## src/rtl/debug_snapshot_ctrl.sv

```systemverilog
// Debug snapshot sequencer: freeze pipeline, sweep 32 debug channels into a buffer, stream it out.
// Define DBG_SNAP_CKSUM_EN to append an XOR checksum word (index 32) to each stream.
module debug_snapshot_ctrl #(
    parameter int unsigned SETTLE = 1
) (
    input  logic        clk,
    input  logic        rstn,
    input  logic        start,
    input  logic        abort,
    output logic [4:0]  Debug_addr,
    input  logic [31:0] Test_signal,
    output logic        cpu_freeze,
    output logic        out_valid,
    input  logic        out_ready,
    output logic [31:0] out_data,
    output logic [5:0]  out_index,
    output logic        out_last,
    output logic        busy,
    output logic        done,
    output logic [7:0]  snap_cnt
);

    typedef enum logic [1:0] {
        ST_IDLE,
        ST_SETTLE,
        ST_SCAN,
        ST_STREAM
    } state_t;

`ifdef DBG_SNAP_CKSUM_EN
    localparam logic [5:0] LAST_IDX = 6'd32;
`else
    localparam logic [5:0] LAST_IDX = 6'd31;
`endif
    localparam logic [3:0] SETTLE_LAST = 4'(SETTLE - 1);

    state_t      state_q, state_d;
    logic [3:0]  settle_q, settle_d;
    logic [5:0]  idx_q, idx_d;
    logic        done_q, done_d;
    logic [7:0]  cnt_q, cnt_d;
    logic [31:0] snap_q [32];

    // idx_q is the channel select during SCAN and the word pointer during STREAM
    always_comb begin
        state_d  = state_q;
        settle_d = settle_q;
        idx_d    = idx_q;
        done_d   = 1'b0;
        cnt_d    = cnt_q;
        if (abort) begin
            state_d  = ST_IDLE;
            settle_d = '0;
            idx_d    = '0;
        end else begin
            case (state_q)
                ST_IDLE: begin
                    if (start) begin
                        state_d  = ST_SETTLE;
                        settle_d = '0;
                        idx_d    = '0;
                    end
                end
                ST_SETTLE: begin
                    if (settle_q == SETTLE_LAST) begin
                        state_d = ST_SCAN;
                        idx_d   = '0;
                    end else begin
                        settle_d = settle_q + 4'd1;
                    end
                end
                ST_SCAN: begin
                    if (idx_q == 6'd31) begin
                        state_d = ST_STREAM;
                        idx_d   = '0;
                    end else begin
                        idx_d = idx_q + 6'd1;
                    end
                end
                ST_STREAM: begin
                    if (out_ready) begin
                        if (idx_q == LAST_IDX) begin
                            state_d = ST_IDLE;
                            idx_d   = '0;
                            done_d  = 1'b1;
                            cnt_d   = cnt_q + 8'd1;
                        end else begin
                            idx_d = idx_q + 6'd1;
                        end
                    end
                end
                default: state_d = ST_IDLE;
            endcase
        end
    end

    always_ff @(posedge clk or negedge rstn) begin
        if (!rstn) begin
            state_q  <= ST_IDLE;
            settle_q <= '0;
            idx_q    <= '0;
            done_q   <= 1'b0;
            cnt_q    <= '0;
        end else begin
            state_q  <= state_d;
            settle_q <= settle_d;
            idx_q    <= idx_d;
            done_q   <= done_d;
            cnt_q    <= cnt_d;
        end
    end

    // Buffer content is only meaningful after a complete SCAN, so it carries no reset
    always_ff @(posedge clk) begin
        if (state_q == ST_SCAN) begin
            snap_q[idx_q[4:0]] <= Test_signal;
        end
    end

`ifdef DBG_SNAP_CKSUM_EN
    logic [31:0] cksum_q, cksum_d;

    always_comb begin
        cksum_d = cksum_q;
        if (state_q == ST_SETTLE) begin
            cksum_d = '0;
        end else if (state_q == ST_SCAN) begin
            cksum_d = cksum_q ^ Test_signal;
        end
    end

    always_ff @(posedge clk or negedge rstn) begin
        if (!rstn) begin
            cksum_q <= '0;
        end else begin
            cksum_q <= cksum_d;
        end
    end
`endif

    always_comb begin
        out_data = '0;
        if (state_q == ST_STREAM) begin
`ifdef DBG_SNAP_CKSUM_EN
            out_data = (idx_q == LAST_IDX) ? cksum_q : snap_q[idx_q[4:0]];
`else
            out_data = snap_q[idx_q[4:0]];
`endif
        end
    end

    assign busy       = (state_q != ST_IDLE);
    assign cpu_freeze = (state_q == ST_SETTLE) || (state_q == ST_SCAN);
    assign Debug_addr = (state_q == ST_SCAN) ? idx_q[4:0] : 5'd0;
    assign out_valid  = (state_q == ST_STREAM);
    assign out_index  = (state_q == ST_STREAM) ? idx_q : 6'd0;
    assign out_last   = (state_q == ST_STREAM) && (idx_q == LAST_IDX);
    assign done       = done_q;
    assign snap_cnt   = cnt_q;

endmodule
```

## config.mk

```make
export PLATFORM = sky130hd
export DESIGN_NAME = debug_snapshot_ctrl
export DESIGN_NICKNAME = d
export VERILOG_FILES = /design/src/rtl/debug_snapshot_ctrl.sv
export SDC_FILE = /design/constraint.sdc
export NUM_CORES = 1
export LEC_CHECK = 0
export ABC_CLOCK_PERIOD_IN_PS = 4900
export BUFFER_PORTS_ARGS = -buffer_cell sky130_fd_sc_hd__clkbuf_2
export CAP_MARGIN = 20
export CORE_MARGIN = 3
export CORE_UTILIZATION = 29
export DETAILED_ROUTE_END_ITERATION = 8
export GPL_ROUTABILITY_DRIVEN = 0
export SYNTH_ARGS = -nofsm -noshare
export SYNTH_HDL_FRONTEND = slang
export SYNTH_SLANG_ARGS = --single-unit
```

## constraint.sdc

```tcl
create_clock -name clk -period 4.9 [get_ports clk]
set_input_delay 0.49 -clock clk [delete_from_list [all_inputs] [get_ports clk]]
set_output_delay 0.49 -clock clk [all_outputs]
set_load 0.005 [all_outputs]
```

# Yosys cells after proc, flatten, opt, wreduce, memory -nomap -nowiden
# Memories as Yosys holds them, arrays and structs flattened.
# Cells that the tools add are included.
[totals] reg_bits=21 latch_bits=0 mem_bits_rw=1024 rom_bits=0 inputBits=37 output_inout_bits=56 word_cells=56 memories=1
[classes] addsub=3 multipliers=0 div_mod_pow=0 n_lt_le_gt_ge=0 eq_ne=10 shift=0 mux=26 n_bitwise=1 n_reduce_logical=10
[mem_list] name="snap_q" words=32 word_bits=32 rd=1 rd_clocked_by_memory_dff=0 write_ports=1 line_no="42" source="logic [31:0] snap_q [32];"
[op_table] cell="$mux W6" count=6
[op_table] cell="$mux W32" count=1
[op_table] cell="$pmux W6 S4" count=1
[op_table] cell="$mux W2" count=6
[op_table] cell="$mux W4" count=3
[op_table] cell="$ne A3 B3 Y1 const B" count=4
[op_table] cell="$add A8 B1 Y8 const B" count=1
[op_table] cell="$pmux W2 S4" count=1
[op_table] cell="$pmux W4 S2" count=1
[op_table] cell="$add A6 B1 Y6 const B" count=1
[op_table] cell="$eq A6 B5 Y1 const B" count=1
[op_table] cell="$mux W1" count=6
[op_table] cell="$ne A3 B2 Y1 const B" count=2
[op_table] cell="$reduce_and A3 Y1" count=2
[op_table] cell="$mux W5" count=1
[op_table] cell="$reduce_and A5 Y1" count=1
[op_table] cell="$add A4 B1 Y4 const B" count=1
[op_table] cell="$eq A2 B2 Y1 const B" count=2
[op_table] cell="$logic_not A4 Y1" count=1
[op_table] cell="$reduce_and A4 Y1" count=1
[op_table] cell="$reduce_bool A3 Y1" count=1
[op_table] cell="$eq A2 B1 Y1 const B" count=1
[op_table] cell="$logic_not A2 Y1" count=1
[op_table] cell="$reduce_bool A2 Y1" count=1
[op_table] cell="other kinds (3)" count=3

# Longest topological paths before layout
# Gate-level depths: netlist of the first run.
[depth] word_depth=5 mapped_depth=8 mapped_depth_nobuf=6

# Worst setup path before layout of the first run
# No wires, ideal clock.
[synth_path] kind="reg-to-reg" from="reg idx_q[1]" to="mem snap_q[24][0], enable pin" setup_time_ps=461 t_arrival_ps=3608 required_ps=4439 path_slack_ps=831 path_stages_with_launch=9 path_buffers=4 synth_period_minus_slack_ps=4069 path_cell_list="dfrtp_1 -> buf_2 -> buf_2 -> buf_4 -> buf_2 -> inv_1 -> ha_1 -> nand2_1 -> nor3_1"
[synth_rtl] item="start, declared" line_no="39" source="logic [5:0] idx_q, idx_d;"
[synth_rtl] item="start signal, assigned" line_no="107" source="idx_q <= idx_d;"
[synth_rtl] item="end, declared" line_no="42"
# No word-level cell before the write port.

# Worst setup path after layout of the first run
[layout_path] from="reg idx_q[4]" to="out out_data[31]"
[layout_via] elab_chain_cells=2
[layout_lines] item="$mem_v2 Z32 W32"
[layout_lines] item="$mux W32" line_no="143" source="if (state_q == ST_STREAM) begin"
[layout_lines] item="end, declared" line_no="15" source="output logic [31:0] out_data,"
# Every way passes these cells.

==> summary.md, run 1 <==
| Metric | Value |
|---|---|
| Rows | `about 140` |
| Horiz. Die Dim | `about 380 um` |
| Crit-path max FO | `29` |
| Clk slew on worst S/H paths | `0.06 ns` |
| CP cell instances | `or4b_2 -> buf_4 -> o22ai_1 -> nor4_1 -> a21boi_1 -> clkbuf_2` |
| Slowest stage cell, crit path | `dfrtp_1` |
| Status | `complete, no violations` |
| RSZ-0062 raised after global routing | `no` |
| Die Ht | `around 380 um` |
| Most area-consuming cells after synthesis | `edfxtp_1, mux2i_1, o22ai_1` |
| Pin count of the biggest net entering global routing | `64` |
| Post_cts resized | `0` |
| Yosys warns | `0` |
| Final core utilization | `34.0%` |
| Nets@finish | `roughly 2400` |
| Number of buffers added for setup after CTS | `0` |
| Worst vdd ir | `roughly 0.29 mV` |
| Clk_lat worst skew | `~0.70 ns` |
| CP Data Arrival Time | `about 4.1 ns` |
| Switch Pwr | `between 4000 and 5000 uW` |
| Via count | `about 22000` |
| CTS Buffer Depth | `3` |
| Main synth FF type | `edfxtp_1` |
| Avg WL per Cell | `25.6 um` |
| Layout cells sized above 1 | `approximately 15%` |
| Reg power frac | `between 50% and 60%` |
| Crit share post-route | `a little over nine tenths` |
| Synth-to-layout area growth | `15.9%` |
| Max Cap Viol | `0` |
| PortBufs | `92` |
| Grt ovf | `0` |
| Reg2reg start | `idx_q[1]` |
| DP HPWL | `59600 um` |
| Crit. Startpoint | `idx_q[4]` |
| Async S/R FF share, synth | `about 2.0%` |
| Gr usage total | `14.8%` |
| Net Sw Frac | `a little under a quarter` |
| Number of synthesized register bits | `around 1000` |
| Setup crit end kind | `primary output` |
| DRT Pass-1 Iters | `7` |
| Clk_skew | `around 0.024 ns` |
| Post-route setup slack | `around 0.31 ns` |
| Max-slew violations | `0` |
| CP max stage delay | `between 1 and 1.5 ns` |
| CTS sink cnt | `approximately 1000` |
| Hold_sp | `start` |
| Logic pwr share | `7.1%` |
| Maximum clock rate | `around 220 MHz` |
| Int Pwr | `~15000 uW` |
| Setup tns final | `0 ns` |
| Final antenna-violating net count | `0` |
| Required @ worst endpoint | `4.41 ns` |
| Gate Count Post-Synth | `roughly 2200` |
| Clock period minus worst slack | `about 4.6 ns` |
| Buf/Inv on CP | `2` |
| Mapped Nets | `~2300` |
| Lkg Pwr | `between 0.01 and 0.015 uW` |
| Design area | `between 40000 and 50000 um2` |
| Placed Area | `around 44000 um2` |
| Vias in the first global route | `21200` |
| Setup-failing EPs final | `0` |
| Synthesized area | `between 40000 and 50000 um2` |
| Critical path launch point type | `register` |
| First-pass GRT wire length | `between 150000 and 200000 um` |
| Starting DRT DRC Count | `approximately 2400` |
| Post-synth EDFFs | `1024` |
| PwrDens | `roughly 400 nW/um2` |
| CTS tree | `yes` |
| H-tree levels | `3` |
| Actual slew at the worst max-slew pin | `about 1.2 ns` |
| Vias per std cell | `about 5.0` |
| Initial antenna violation count | `3` |
| Seq/Total Area, Yosys | `a little under 80%` |
| Hold-fix buffers at CTS | `1` |
| Final Hold Fails | `0` |
| DIE AREA | `around 140000 um2` |
| Clk pwr share | `39.7%` |
| Syn avg cell area | `between 15 and 20 um2` |
| Setup CP Type | `reg -> out` |
| Count of cell types in the netlist | `48` |
| Setup WS pre-CTS | `0.964 ns` |
| Synth area leader | `edfxtp_1` |
| Cell family with most CP delay | `simple AND/OR/NAND/NOR gates` |
| Core area | `between 100000 and 150000 um2` |
| DRT Wirelength | `between 100000 and 150000 um` |
| Top-Level Pins | `between 90 and 100` |
| Synth top area share | `approximately three quarters` |
| TritonCTS Buffers | `slightly above 100` |
| Clk root buf | `clkbuf_16` |
| Starting Density | `29.3%` |
| DRC viols | `0` |
| Slew margin rel. | `between 20% and 30%` |
| Hold Path Class | `in -> reg` |
## worst reg2reg max path: stages (launching register included)
cell     delay [ns]
dfrtp_4        0.77
inv_1          0.23
ha_1           0.17
nand2_1        0.42
nor2_4         1.08
buf_4          0.42
## per-layer routing
metal  global-route usage (%)  vias up  share of wire (%)
met5                        0        -                  0
met4                     4.32        0                2.7
met3                     2.84      158                7.2
met2                     23.5      880                 47
met1                     20.6    11300                 43
li1                         -     9277                  -
## flip-flops by register name (all words and copies together), names as in the netlist
name and count:
snap_q 1024, settle_q 4, snap_cnt 8, state_q 2
done 1, idx_q 6
## path summary, 6_finish.rpt
path | slack (ns) | end | depth (start not counted)
hold reg to reg | 0.48 | snap_cnt[7] | 1
setup / recovery | 0.31 | out_data[31] | 6
hold / removal | 0.18 | settle_q[2] | 4
setup reg to reg | 1.48 | snap_q[0][10] | 5
max in group asynchronous | 4.14 | idx_q[1] | 2
min in group asynchronous | 0.33 | state_q[0] | 2
## cells in the mapped netlist, types with 13 or more instances
cell      instances
a21boi_1         32
mux2i_1         517
clkbuf_1         37
nor4_1           64
buf_2            78
o22ai_1         257
dfrtp_1          21
nor2_1           33
nand2_1          13
edfxtp_1       1024
buf_6            13
## power groups by stage
stage / logic [uW] / clock network [uW] / registers [uW]
3_5_place_dp: 1350 / 0 / 10200
6_report: 1340 / 7450 / 9980
3_3_place_gp: 1350 / 0 / 10200
2_1_floorplan: 835 / 0 / 10100
4_1_cts: 1360 / 7600 / 9980
5_1_grt: 1440 / 7950 / 9990
## kinds of logic (layout without fill, tap and decap cells)
logic type,count (synthesis),count (layout),share of synthesized area (%)
DFF,1045,1045,77.2
muxes,517,517,12.8
AOI/OAI and AO/OA,310,310,5.00
and+or+nand+nor,178,178,2.64
buffers and inverters,144,368,1.85
adders and majority gates,12,12,0.371
xor gates and xnor gates,7,7,0.151
other,0,1,0
## per-stage QoR
step,hold WS [ns],std cells,total power (uW)
floorplan,0.194,2213,11000
global placement,0.457,4114,11500
detailed placement,0.465,4114,11500
CTS,0.129,4299,18900
global route,0.178,4301,19400
finish,0.176,4301,18800
## area by class of cell
| cell class | count | area (um2) |
|---|---|---|
| Fill cell | 13000 | 91100 |
| Multi-Input combinational cell | 1024 | 8810 |
| Inverter | 10 | 37.5 |
| Clock buffer | 127 | 2670 |
| Sequential cell | 1045 | 31300 |
| Tap cell | 1863 | 2330 |
| Timing Repair Buffer | 174 | 1340 |
| Clock inverter | 57 | 463 |
| Antenna cell | 1 | 2.50 |
## cells in the final DEF (no fill, tap or decap), drive strengths merged, types with 3 or more instances in the layout
cell type     n
clkbuf      219
ha           12
nor2b         4
mux2i       517
buf          81
nand4bb       6
nand2b        3
clkinvlp      4
xnor2         6
nor4         64
or3b          3
o21ai         4
nand3         8
bufinv        5
o22ai       259
clkinv       42
nand4         5
and2         12
nand2        13
a21boi       32
a21oi         3
or4b          4
nand4b        4
nor2         33
nor3          6
edfxtp     1024
dfrtp        21
inv          16
Note: power is estimated with default switching activity, not from simulation.
==> run 2, diff against run 1 <==
--- a/config.mk
+++ b/config.mk
@@ -5,6 +5,7 @@
 export SDC_FILE = /design/constraint.sdc
 export NUM_CORES = 1
 export LEC_CHECK = 0
+export ABC_AREA = 1
 export ABC_CLOCK_PERIOD_IN_PS = 4900
 export BUFFER_PORTS_ARGS = -buffer_cell sky130_fd_sc_hd__clkbuf_2
 export CAP_MARGIN = 20
==> run 2 against run 1 <==
Effect of this change:
- power rose by 14%
- final cell count rose by 58%
- global-route usage rose by 0.91 points
- sequential cell count did not move
- combinational power rose to 2.6 times the previous value
- setup slack improved by 0.41 ns
- fmax rose by 9.7%
- cell area rose by 11%
- via count rose by 43%
- critical path depth rose by 5
==> summary.md, run 2 <==
| Metric | Value |
|---|---|
| Max Cap Viol | `0` |
| CTS tree | `yes` |
| TritonCTS Buffers | `approximately 110` |
| Async S/R FF share, synth | `under 10%` |
| Initial antenna violation count | `16` |
| DRT Pass-1 Iters | `6` |
| Status | `complete, no violations` |
| Clk root buf | `clkbuf_16` |
| Synthesized area | `between 40000 and 50000 um2` |
| Number of buffers added for setup after CTS | `0` |
| Nets@finish | `roughly 4700` |
| Multi-input gate area | `about 11000 um2` |
| Horiz. Die Dim | `~400 um` |
| Slew margin rel. | `a little under two fifths` |
| PwrDens | `just over 400 nW/um2` |
| CTS Buffer Depth | `3` |
| Final Hold Fails | `0` |
| Hold-fix buffers at CTS | `1` |
| Setup-failing EPs final | `0` |
| Synth-to-layout area growth | `15.2%` |
| CTS sink cnt | `about 1000` |
| Seq/Total Area, Yosys | `~70%` |
| Gate Count Post-Synth | `around 4500` |
| Synth cell count leaders | `nand2_1, edfxtp_1, inv_1, nand3_1, nor2_1` |
| Max-slew violations | `0` |
| Fillers | `~15000` |
| Worst vdd ir | `around 0.29 mV` |
| Sequential Area | `about 31000 um2` |
| Final antenna-violating net count | `0` |
| H-tree levels | `3` |
| Count of cell types in the netlist | `26` |
| Final core utilization | `about a third` |
| Clk_skew | `0.0199 ns` |
| Mapped Nets | `~4600` |
| Clk slew on worst S/H paths | `0.06 ns` |
| DRC viols | `0` |
| Number of synthesized register bits | `1045` |
| Clk_lat worst skew | `about 0.69 ns` |
| Post-route setup slack | `between 0.7 and 0.8 ns` |
| Top-Level Pins | `between 90 and 100` |
| Critical path launch point type | `register` |
| Lkg Pwr | `around 0.022 uW` |
| First-pass GRT wire length | `between 150000 and 200000 um` |
| Synth area leader | `edfxtp_1` |
| Post-synth EDFFs | `1024` |
| DRT Wirelength | `around 130000 um` |
| Most area-consuming cells after synthesis | `edfxtp_1, nand2_1, inv_1` |
| Setup CP Type | `reg -> out` |
| Vias per std cell | `between 4 and 5` |
| Grt ovf | `0` |
| Hold Path Class | `in -> reg` |
| Actual slew at the worst max-slew pin | `between 0.9 and 1 ns` |
| Core area | `~150000 um2` |
| Commonest non-fill, non-tap cell in the layout | `nand2_1` |
| PortBufs | `92` |
| Most common cell in the netlist | `nand2_1` |
| Main synth FF type | `edfxtp_1` |
| CP Data Arrival Time | `between 3 and 4 ns` |
| Avg WL per Cell | `19.1 um` |
| Clock period minus worst slack | `around 4.2 ns` |
| Crit-path max FO | `66` |
| Required @ worst endpoint | `roughly 4.4 ns` |
| Design area | `approximately 52000 um2` |
| Pin count of the biggest net entering global routing | `about 130` |
| Rows | `144` |
| Maximum clock rate | `between 200 and 250 MHz` |
| Starting Density | `29.3%` |
| Yosys warns | `0` |
| Setup WS pre-CTS | `around 1.4 ns` |
| Setup tns final | `0 ns` |
| Min Hold Slack | `0.175 ns` |
| Starting DRT DRC Count | `about 3100` |
| Crit share post-route | `roughly 85%` |
| Vias in the first global route | `~30000` |
| Via count | `around 31000` |
| Placed Area | `48800 um2` |
| DP HPWL | `between 70000 and 80000 um` |
| Syn avg cell area | `between 10 and 15 um2` |
| Commonest non-fill, non-tap cells in the layout | `nand2_1, edfxtp_1, inv_1` |
| DIE AREA | `approximately 160000 um2` |
| Max FFs per register | `1024` |
| Gr usage total | `between 10% and 20%` |
| Synth top area share | `between 60% and 70%` |
| RSZ-0062 raised after global routing | `no` |
| Layout cells sized above 1 | `8.52%` |
| Die Ht | `402 um` |
| Setup crit end kind | `primary output` |
| Post_cts resized | `0` |
-- run 2: changes by cell type after synthesis, moves of 32 or more --
cell and change:
nor2_1 +110, nand2_1 +1853, inv_1 +735, buf_2 +52, mux2i_1 -517, a21boi_1 -32
nand3_1 +362, nor4_1 -64, o22ai_1 -257, o21ai_0 +51
-- run 2: power by group --
group	total [uW]	switching [uW]	internal (uW)
registers	9970	50.0	9920
clock network	7940	3480	4460
logic	3460	2490	973
total	21400	6020	15300
-- run 2: cell type report --
type	count	share of cell area, %
antenna	7	0.0335
clock buffer	127	5.35
clock inverter	74	1.16
inverter	753	5.44
multi-input combinational	2530	20.3
sequential	1045	59.8
tap	2044	4.89
timing repair buffer	202	3.03
-- run 2: worst max-delay path, cell delays in order (launching register included) --
cell and delay, ns:
dfrtp_4 0.53, buf_4 0.66, buf_4 0.63, nand2_1 0.12, nand2_1 0.10, nand2_1 0.05
nand2_1 0.10, nand2_1 0.05, nand2_1 0.13, nor2_1 0.06, a21oi_1 0.31, clkbuf_2 0.18
-- run 2: stage by stage --
step | std cells | total power [uW]
final | 6782 | 21400
after global routing | 6775 | 22300
after CTS | 6775 | 21500
after detailed placement | 6573 | 13600
after global placement | 6571 | 13600
after floorplan | 4531 | 12500
-- run 2: worst paths after layout --
kind | start | cells past startpoint | endpoint | slack, ns
worst min register to register | snap_cnt[3] | 1 | snap_cnt[3] | 0.52
max in group asynchronous | rstn | 2 | idx_q[1] | 4.08
worst min-delay path | out_ready | 3 | snap_cnt[0] | 0.17
min in group asynchronous | rstn | 2 | snap_cnt[3] | 0.35
worst max register to register | idx_q[2] | 6 | snap_q[23][15] | 1.40
worst max-delay path | idx_q[0] | 11 | out_data[1] | 0.71
-- run 2: logic make-up (layout without fill, tap and decap cells) --
| family | count (synthesis) | in the layout | synth area share, % |
|---|---|---|---|
| AOI/OAI and AO/OA | 116 | 116 | 1.29 |
| xor gates and xnor gates | 7 | 7 | 0.135 |
| adders and majority gates | 12 | 12 | 0.331 |
| buffers and inverters | 956 | 1156 | 8.38 |
| DFF | 1045 | 1045 | 68.9 |
| other | 0 | 7 | 0 |
| and+or+nand+nor | 2395 | 2395 | 20.9 |
-- run 2: per-layer routing --
metal  track usage, %  part of all wire (%)  vias up
met2             25.3                    46     1112
li1                 -                     -    14600
met5                0                 0.048        -
met3             3.35                   7.9      230
met1             21.1                    43    15000
met4             5.07                   3.1       10
